--- config.mk ---
export PLATFORM = sky130hd
export DESIGN_NAME = pmu_wrlock_ctrl_flat
export DESIGN_NICKNAME = d
export VERILOG_FILES = /design/src/rtl/pmu_wrlock_if.sv /design/src/rtl/pmu_wrlock_ctrl.sv /design/src/flat_wrapper.sv
export SDC_FILE = /design/constraint.sdc
export NUM_CORES = 1
export LEC_CHECK = 0
export BUFFER_PORTS_ARGS = -buffer_cell sky130_fd_sc_hd__buf_2
export CORE_ASPECT_RATIO = 1.1
export CORE_UTILIZATION = 46
export CTS_CLUSTER_SIZE = 10
export DETAILED_ROUTE_END_ITERATION = 8
export PLACE_DENSITY = 0.83
export SLEW_MARGIN = 10
export SYNTH_ARGS = -nofsm -noshare
export SYNTH_HDL_FRONTEND = slang
export SYNTH_SLANG_ARGS = --single-unit
--- constraint.sdc ---
create_clock -name clock -period 3.17 [get_ports clock]
set_input_delay 0.317 -clock clock [delete_from_list [all_inputs] [get_ports clock]]
set_output_delay 0.317 -clock clock [all_outputs]
set_load 0.05 [all_outputs]
--- src/rtl/pmu_wrlock_if.sv ---
// Write-lock bus for the PMU register guard: key writes, per-register write
// requests, lockdown request, and the resulting grants and status.
interface pmu_wrlock_if #(
    parameter int NREG  = 4,
    parameter int KEY_W = 32,
    parameter int CNT_W = 8
);
    logic             io_key_write_valid;
    logic [KEY_W-1:0] io_key_write_data;
    logic [NREG-1:0]  io_regs_write_valid;
    logic             io_debug_mode;
    logic             io_lockdown_set;
    logic [NREG-1:0]  io_regs_write_en;
    logic             io_unlocked;
    logic             io_lockdown;
    logic [CNT_W-1:0] io_viol_count;
    logic             io_viol_pulse;

    modport master (
        output io_key_write_valid, io_key_write_data, io_regs_write_valid,
               io_debug_mode, io_lockdown_set,
        input  io_regs_write_en, io_unlocked, io_lockdown, io_viol_count,
               io_viol_pulse
    );

    modport slave (
        input  io_key_write_valid, io_key_write_data, io_regs_write_valid,
               io_debug_mode, io_lockdown_set,
        output io_regs_write_en, io_unlocked, io_lockdown, io_viol_count,
               io_viol_pulse
    );
endinterface

--- src/rtl/pmu_wrlock_ctrl.sv ---
// PMU register write-lock: a key opens a time-limited window for exactly one
// register write; rejected accesses are counted and lockdown holds until reset.
module pmu_wrlock_ctrl #(
    parameter int               NREG   = 4,
    parameter int               KEY_W  = 32,
    parameter logic [KEY_W-1:0] KEY    = 32'h0051_F15E,
    parameter int               WINDOW = 8,
    parameter int               CNT_W  = 8
) (
    input logic        clock,
    input logic        reset,
    pmu_wrlock_if.slave bus
);
    localparam int               WIN_W    = $clog2(WINDOW + 1);
    localparam logic [WIN_W-1:0] WIN_LOAD = WIN_W'(WINDOW);
    localparam logic [CNT_W-1:0] CNT_MAX  = {CNT_W{1'b1}};

    typedef enum logic [1:0] {
        LOCKED   = 2'd0,
        ARMED    = 2'd1,
        LOCKDOWN = 2'd2
    } state_t;

    state_t           state_r;
    logic [WIN_W-1:0] win_r;
    logic             unlocked_r;
    logic             lockdown_r;
    logic [CNT_W-1:0] viol_cnt_r;
    logic             viol_pulse_r;

    logic             any_wr_s;
    logic             single_s;
    logic             multi_s;
    logic             key_ok_s;
    logic             key_bad_s;
    logic             viol_s;
    logic [NREG-1:0]  grant_s;
    logic             unused_debug_s;

    function automatic logic is_onehot(input logic [NREG-1:0] v);
        return (v != '0) && ((v & (v - NREG'(1))) == '0);
    endfunction

    // Debug mode is deliberately ignored: it must never widen write access.
    assign unused_debug_s = bus.io_debug_mode;

    // Decode the current access and classify violations for this cycle.
    always_comb begin
        any_wr_s  = |bus.io_regs_write_valid;
        single_s  = is_onehot(bus.io_regs_write_valid);
        multi_s   = any_wr_s && !single_s;
        key_ok_s  = bus.io_key_write_valid && (bus.io_key_write_data == KEY);
        key_bad_s = bus.io_key_write_valid && (bus.io_key_write_data != KEY);
        viol_s    = 1'b0;
        case (state_r)
            LOCKED:   viol_s = any_wr_s || key_bad_s;
            ARMED:    viol_s = multi_s || key_bad_s;
            LOCKDOWN: viol_s = any_wr_s;
            default:  viol_s = 1'b0;
        endcase
        if ((state_r == ARMED) && single_s) begin
            grant_s = bus.io_regs_write_valid;
        end else begin
            grant_s = '0;
        end
    end

    // Lock FSM, unlock window, violation counter and registered status flags.
    always_ff @(posedge clock or posedge reset) begin
        if (reset) begin
            state_r      <= LOCKED;
            win_r        <= '0;
            unlocked_r   <= 1'b0;
            lockdown_r   <= 1'b0;
            viol_cnt_r   <= '0;
            viol_pulse_r <= 1'b0;
        end else begin
            viol_pulse_r <= viol_s;
            if (viol_s && (viol_cnt_r != CNT_MAX)) begin
                viol_cnt_r <= viol_cnt_r + CNT_W'(1);
            end else begin
                viol_cnt_r <= viol_cnt_r;
            end

            if (bus.io_lockdown_set) begin
                state_r    <= LOCKDOWN;
                win_r      <= '0;
                unlocked_r <= 1'b0;
                lockdown_r <= 1'b1;
            end else begin
                case (state_r)
                    LOCKED: begin
                        if (key_ok_s) begin
                            state_r    <= ARMED;
                            win_r      <= WIN_LOAD;
                            unlocked_r <= 1'b1;
                        end else begin
                            state_r    <= LOCKED;
                            win_r      <= '0;
                            unlocked_r <= 1'b0;
                        end
                        lockdown_r <= 1'b0;
                    end
                    ARMED: begin
                        // Any write, multi-bit abuse or bad key consumes the unlock.
                        if (multi_s || key_bad_s || (single_s && !key_ok_s)) begin
                            state_r    <= LOCKED;
                            win_r      <= '0;
                            unlocked_r <= 1'b0;
                        end else if (key_ok_s) begin
                            state_r    <= ARMED;
                            win_r      <= WIN_LOAD;
                            unlocked_r <= 1'b1;
                        end else if (win_r <= WIN_W'(1)) begin
                            state_r    <= LOCKED;
                            win_r      <= '0;
                            unlocked_r <= 1'b0;
                        end else begin
                            state_r    <= ARMED;
                            win_r      <= win_r - WIN_W'(1);
                            unlocked_r <= 1'b1;
                        end
                        lockdown_r <= 1'b0;
                    end
                    LOCKDOWN: begin
                        state_r    <= LOCKDOWN;
                        win_r      <= '0;
                        unlocked_r <= 1'b0;
                        lockdown_r <= 1'b1;
                    end
                    default: begin
                        state_r    <= LOCKED;
                        win_r      <= '0;
                        unlocked_r <= 1'b0;
                        lockdown_r <= 1'b0;
                    end
                endcase
            end
        end
    end

    assign bus.io_regs_write_en = grant_s;
    assign bus.io_unlocked      = unlocked_r;
    assign bus.io_lockdown      = lockdown_r;
    assign bus.io_viol_count    = viol_cnt_r;
    assign bus.io_viol_pulse    = viol_pulse_r;
endmodule
--- src/flat_wrapper.sv ---
// flat-port wrapper written by rule: the top's interface ports become plain ports
module pmu_wrlock_ctrl_flat 
#(
    parameter int               NREG   = 4,
    parameter int               KEY_W  = 32,
    parameter logic [KEY_W-1:0] KEY    = 32'h0051_F15E,
    parameter int               WINDOW = 8,
    parameter int               CNT_W  = 8
)
  (clock, reset, bus_io_key_write_valid, bus_io_key_write_data, bus_io_regs_write_valid, bus_io_debug_mode, bus_io_lockdown_set, bus_io_regs_write_en, bus_io_unlocked, bus_io_lockdown, bus_io_viol_count, bus_io_viol_pulse);
  pmu_wrlock_if #(.NREG(NREG), .KEY_W(KEY_W), .CNT_W(CNT_W)) bus_i ();
  input logic clock;
  input logic reset;
  input wire logic [$bits(bus_i.io_key_write_valid)-1:0] bus_io_key_write_valid;
  input wire logic [$bits(bus_i.io_key_write_data)-1:0] bus_io_key_write_data;
  input wire logic [$bits(bus_i.io_regs_write_valid)-1:0] bus_io_regs_write_valid;
  input wire logic [$bits(bus_i.io_debug_mode)-1:0] bus_io_debug_mode;
  input wire logic [$bits(bus_i.io_lockdown_set)-1:0] bus_io_lockdown_set;
  output wire logic [$bits(bus_i.io_regs_write_en)-1:0] bus_io_regs_write_en;
  output wire logic [$bits(bus_i.io_unlocked)-1:0] bus_io_unlocked;
  output wire logic [$bits(bus_i.io_lockdown)-1:0] bus_io_lockdown;
  output wire logic [$bits(bus_i.io_viol_count)-1:0] bus_io_viol_count;
  output wire logic [$bits(bus_i.io_viol_pulse)-1:0] bus_io_viol_pulse;
  assign bus_i.io_key_write_valid = bus_io_key_write_valid;
  assign bus_i.io_key_write_data = bus_io_key_write_data;
  assign bus_i.io_regs_write_valid = bus_io_regs_write_valid;
  assign bus_i.io_debug_mode = bus_io_debug_mode;
  assign bus_i.io_lockdown_set = bus_io_lockdown_set;
  assign bus_io_regs_write_en = bus_i.io_regs_write_en;
  assign bus_io_unlocked = bus_i.io_unlocked;
  assign bus_io_lockdown = bus_i.io_lockdown;
  assign bus_io_viol_count = bus_i.io_viol_count;
  assign bus_io_viol_pulse = bus_i.io_viol_pulse;
  pmu_wrlock_ctrl #(.NREG(NREG), .KEY_W(KEY_W), .KEY(KEY), .WINDOW(WINDOW), .CNT_W(CNT_W)) u_core (.clock(clock), .reset(reset), .bus(bus_i));
endmodule
# ---- Yosys cells after proc, flatten, opt, wreduce, memory -nomap -nowiden
# Cells that the tools add are included.
# W data, S select, Z words.
dict set report totals {
  out_inout_bits 15
  wordCells 54
  ff_bits 17
}
dict set report op_classes {
  n_eq_ne 5
  n_lt_le_gt_ge 1
  reduce_logical 16
  n_bitwise 1
  mux 22
  n_addsub 3
}
# op count
set ops {}
lappend ops {{$eq A32 B23 Y1 const B} 1}
lappend ops {{$ne A32 B23 Y1 const B} 1}
lappend ops {{$mux W4} 6}
lappend ops {{$mux W1} 9}
lappend ops {{$add A8 B1 Y8 const B} 1}
lappend ops {{$ne A8 B8 Y1 const B} 1}
lappend ops {{$pmux W4 S2} 1}
lappend ops {{$sub A4 B1 Y4 const B} 2}
lappend ops {{$logic_and A1 B1 Y1} 7}
lappend ops {{$mux W2} 3}
lappend ops {{$pmux W2 S3} 1}
lappend ops {{$and A4 B4 Y4} 1}
lappend ops {{$le A4 B1 Y1 const B} 1}
lappend ops {{$logic_not A4 Y1} 1}
lappend ops {{$reduce_bool A4 Y1} 1}
lappend ops {{$reduce_or A4 Y1} 1}
lappend ops {{$logic_or A1 B1 Y1} 3}
lappend ops {{$pmux W1 S3} 1}
lappend ops {{$eq A2 B1 Y1 const B} 1}
lappend ops {{$eq A2 B2 Y1 const B} 1}
lappend ops {{$logic_not A1 Y1} 2}
lappend ops {{$logic_not A2 Y1} 1}
lappend ops {{$pmux W1 S2} 1}

# ---- Depth between registers and ports, before layout
dict set report logic_depth {
  word_depth 11
  depth_mapped 6
}

# ---- Worst setup path before layout
# No wires, ideal clock.
dict set report synth_path {
  kind {flip-flop to flip-flop}
  start {register, netlist name u_core.bus.io_lockdown}
  end {register u_core.viol_cnt_r[7] (netlist: u_core.bus.io_viol_count[7])}
  slack_ns 1.284
  arrival_time_ns 1.758
  n_path_buf 1
  path_stages_with_launch 6
  period_less_slack_ns 1.886
  required_time_ns 3.042
  path_cell_list {dfrtp_1 -> o21ai_1 -> or3b_1 -> buf_6 -> a211oi_2 -> mux2_1}
}
# element line_no
set synth_lines {}
lappend synth_lines {{end signal: assignment} pmu_wrlock_ctrl.sv:80} ;# viol_cnt_r <= viol_cnt_r + CNT_W'(1);
lappend synth_lines {{end signal: assignment} pmu_wrlock_ctrl.sv:82} ;# viol_cnt_r <= viol_cnt_r;
lappend synth_lines {{end: declaration} pmu_wrlock_ctrl.sv:28} ;# logic [CNT_W-1:0] viol_cnt_r;

# ---- Final worst setup path
dict set report layout_path {
  start {input port bus_io_regs_write_valid[2]}
  end {output port bus_io_regs_write_en[0]}
}
dict set report layout_via {
  elab_chain_cells 6
  word_cells_on_any_way 7
  cone_classes {add/sub: 1; mux: 1; bitwise: 1; reduce/logical: 4}
}
# element line_no
set layout_lines {}
lappend layout_lines {{start: declaration} flat_wrapper.sv:16} ;# input wire logic [$bits(bus_i.io_regs_write_valid)-1:0] bus_io_regs_write_valid;
lappend layout_lines {{$sub A4 B1 Y4} pmu_wrlock_ctrl.sv:41} ;# return (v != '0) && ((v & (v - NREG'(1))) == '0);
lappend layout_lines {{$and A4 B4 Y4} pmu_wrlock_ctrl.sv:41}
lappend layout_lines {{$logic_not A4 Y1} pmu_wrlock_ctrl.sv:41}
lappend layout_lines {{$logic_and A1 B1 Y1 (*)} pmu_wrlock_ctrl.sv:41}
lappend layout_lines {{$logic_and A1 B1 Y1 (*)} pmu_wrlock_ctrl.sv:61} ;# if ((state_r == ARMED) && single_s) begin
lappend layout_lines {{$mux W4 (*)} pmu_wrlock_ctrl.sv:61}
lappend layout_lines {{end: declaration} flat_wrapper.sv:19} ;# output wire logic [$bits(bus_i.io_regs_write_en)-1:0] bus_io_regs_write_en;
# Mark *: on every way between the ends. The rest lies on a longest branch, timed or not.

==> metrics.md <==
| Metric | Value |
|---|---|
| Int Power | `456 uW` |
| DIE HEIGHT | `50.6 um` |
| Row cnt | `17` |
| Clock Sinks | `16` |
| Slowest stage delay, CP | `0.36 ns` |
| Avg Cell Area, Syn | `10.5 um^2` |
| Die ar. | `2340 um^2` |
| Clk_skew | `0.0104 ns` |
| Ant. Diodes | `0` |
| DRC | `0` |
| Initial Util | `48.9%` |
| Endpoint type of the worst setup path | `primary output` |
| Achievable frequency | `0.494 GHz` |
| Number of nets in the layout | `196` |
| CTS resizes | `0` |
| Slew headroom | `54.7%` |
| Net Sw Power | `398 uW` |
| RSZ-0062 raised after global routing | `false` |
| Logic pwr share | `47.4%` |
| Crit path launch type | `input pin` |
| Worst R2R Setup Slack | `1.28 ns` |
| DR iter-0 viols | `10` |
| CP arrival | `1.71 ns` |
| Post-CTS setup buffer count | `0` |
| Power Dens Cells | `648 nW/um^2` |
| Final wirelength | `2180 um` |
| Clk slew on worst S/H paths | `0.10 ns` |
| CTS Hold Bufs | `0` |
| Synthesized instance count | `94` |
| Sequential share of power | `37.2%` |
| Sw frac | `46.6%` |
| Leakage | `0.629 nW` |
| Final worst path period share | `63.9%` |
| Worst-path fanout max | `5` |
| Critical Path RT | `2.85 ns` |
| Port Buffers | `54` |
| Levels on crit path | `6` |
| CTS tree | `built` |
| Area Growth Syn to Fin | `33.4%` |
| Max-slew violation count | `0` |
| Worst-case reg-to-reg path depth | `5` |
| Min-Delay Path Class | `input pin to asynchronous set/reset pin` |
| Drt first pass iters | `4` |
| RD Place Congestion | `0.786` |
| Root Driver | `clkbuf_4` |
| Seq cells post-synth | `16` |
| Yosys warnings | `0` |
| Crit path cell chain | `buf_2 > maj3_1 > o21ba_2 > nor3_1 > and2_1 > buf_2` |
| Final Setup Violations | `0` |
| HPWL Detailed | `1810 um` |
| CTS Buffer Depth | `2` |
| Worst-Skew Late Latency | `0.29 ns` |
| Critical path startpoint | `bus_io_regs_write_valid[2]` |
| Util after Layout | `65.3%` |
| Worst-Margin Slew | `0.671 ns` |
| First-pass GRT wire length | `3480 um` |
| Worst r2r src | `u_core.state_r[0]$_DFF_PP0_` |
| CP delay by family, top | `simple AND/OR/NAND/NOR gates` |
| Mapped Nets | `138` |
| Vias after detailed routing | `918` |
| Most used cell, CP | `buf_2` |
| Netlist Area Pre-Place | `988 um^2` |
| EDFF count, synth | `0` |
| Total CTS buffers | `3` |
| Status | `completed` |
| Wire length per cell | `12.2 um` |
| Sequential area share after synthesis | `40.5%` |
| Htree depth | `1` |
| Post-synth top flop | `dfrtp_1` |
| Initial antenna violation count | `0` |
| Final TNS setup | `0 ns` |
| Vias in the first global route | `873` |
| Buf/Inv on CP | `2` |
| Part of the power in the clock network | `15.4%` |
| Vias per cell | `5.13` |
| Max VDD drop | `0.501 mV` |
| Fin crit period | `2.02 ns` |
| Core area | `2020 um^2` |
| Worst reg2reg endpoint | `u_core.bus.io_viol_count[6]$_DFFE_PP0P_` |
| Layout cells sized above 1 | `47.7%` |
| Max-cap viol count | `0` |
| Critical path class | `input pin to primary output` |
| CP max-delay cell | `maj3_1` |
| Hold Vio Cnt, Final | `0` |
| Die Wd | `46.2 um` |
| GR Overflow Total | `0` |
| Largest net degree at the start of global routing | `17` |
| DRT antenna net count | `0` |
| GRT Total Usage | `20.3%` |
| Share of flip-flops with an asynchronous set or reset | `100%` |
| Unique masters post-synth | `33` |
| Fillers | `168` |
| # IOs | `56` |
| Setup crit end | `bus_io_regs_write_en[0]` |
==> cells in the mapped netlist, drive strengths merged, types with 4 or more instances <==
master / n / share of area, %
inv: 5 / 1.9
nand3: 6 / 3.0
and2: 4 / 2.5
dfrtp: 16 / 41
nor2: 6 / 2.3
a211oi: 5 / 6.3
mux2: 4 / 4.9
xor2: 5 / 4.4
a21oi: 5 / 2.9
nand2: 5 / 1.9
==> layout by cell type, fill, tap and decap left out, drive strengths merged, types with 4 or more instances in the layout <==
| cell type | synthesis | layout |
|---|---|---|
| nor2 | 6 | 6 |
| a21oi | 5 | 5 |
| dfrtp | 16 | 16 |
| a211oi | 5 | 5 |
| mux2 | 4 | 4 |
| xor2 | 5 | 5 |
| and2 | 4 | 4 |
| inv | 5 | 5 |
| nand2 | 5 | 5 |
| nand3 | 6 | 6 |
| buf | 1 | 54 |
| clkbuf | 0 | 4 |
==> metrics by stage <==
step	power, mW	setup WS (ns)	area (um^2)	hold WS [ns]	cells
after floorplan	0.616	1.28	988	0.231	94
after global placement	0.712	1.23	1280	0.397	175
after detailed placement	0.726	1.14	1280	0.410	175
after CTS	0.860	1.14	1320	0.0878	179
after global routing	0.897	1.05	1320	0.111	179
final	0.855	1.15	1320	0.0683	179
==> how the worst min path moves through the flow <==
stage               slack [ns]   from  depth (start not counted)                                 end
global route              0.11  reset                          2  u_core.bus.io_viol_pulse$_DFF_PP0_
CTS                       0.09  reset                          2  u_core.bus.io_viol_pulse$_DFF_PP0_
detailed placement        0.41  reset                          2    u_core.bus.io_lockdown$_DFF_PP0_
global placement          0.40  reset                          2  u_core.bus.io_viol_pulse$_DFF_PP0_
floorplan                 0.23  reset                          1    u_core.bus.io_lockdown$_DFF_PP0_
finish                    0.07  reset                          2    u_core.bus.io_lockdown$_DFF_PP0_
==> state kept, by name, indices dropped and copies added, names as in the netlist <==
name / count
u_core.bus.io_viol_count: 8
u_core.bus.io_lockdown: 1
u_core.bus.io_unlocked: 1
u_core.win_r: 4
u_core.state_r: 1
u_core.bus.io_viol_pulse: 1
==> cell type report <==
type	instances	area (um^2)	share of cell area, %
Multi-Input combinational cell	72	558	42.3
Sequential cell	16	400	30.4
Timing Repair Buffer	54	270	20.5
Clock buffer	4	36.3	2.75
Tap cell	28	35.0	2.66
Inverter	5	18.8	1.42
==> power groups by stage <==
stage,Clock (mW),Sequential [mW],Combinational (mW)
after floorplan,0,0.488,0.128
after global placement,0,0.318,0.395
after detailed placement,0,0.321,0.405
after CTS,0.136,0.316,0.408
after global routing,0.145,0.323,0.429
final,0.132,0.318,0.405
==> layer usage <==
layer | wire length, um | part of all wire [%] | vias up | GRT usage (%)
met5 | 0 | 0 | - | 0
met4 | 27 | 1.2 | 0 | 9.31
met3 | 86 | 3.9 | 4 | 4.68
met2 | 1180 | 54 | 28 | 34.5
met1 | 893 | 41 | 424 | 23.3
li1 | - | - | 462 | -
==> kinds of logic after synthesis <==
family                     Yosys count  share of synthesized area (%)
and+or+nand+nor                     41                           25.6
adders and majority gates            4                           4.81
xor gates and xnor gates             6                           5.32
AOI/OAI and AO/OA                   17                           15.8
buffers and inverters                6                           3.04
muxes                                4                           4.94
DFF                                 16                           40.5
Power figures use the tool's default switching activity.
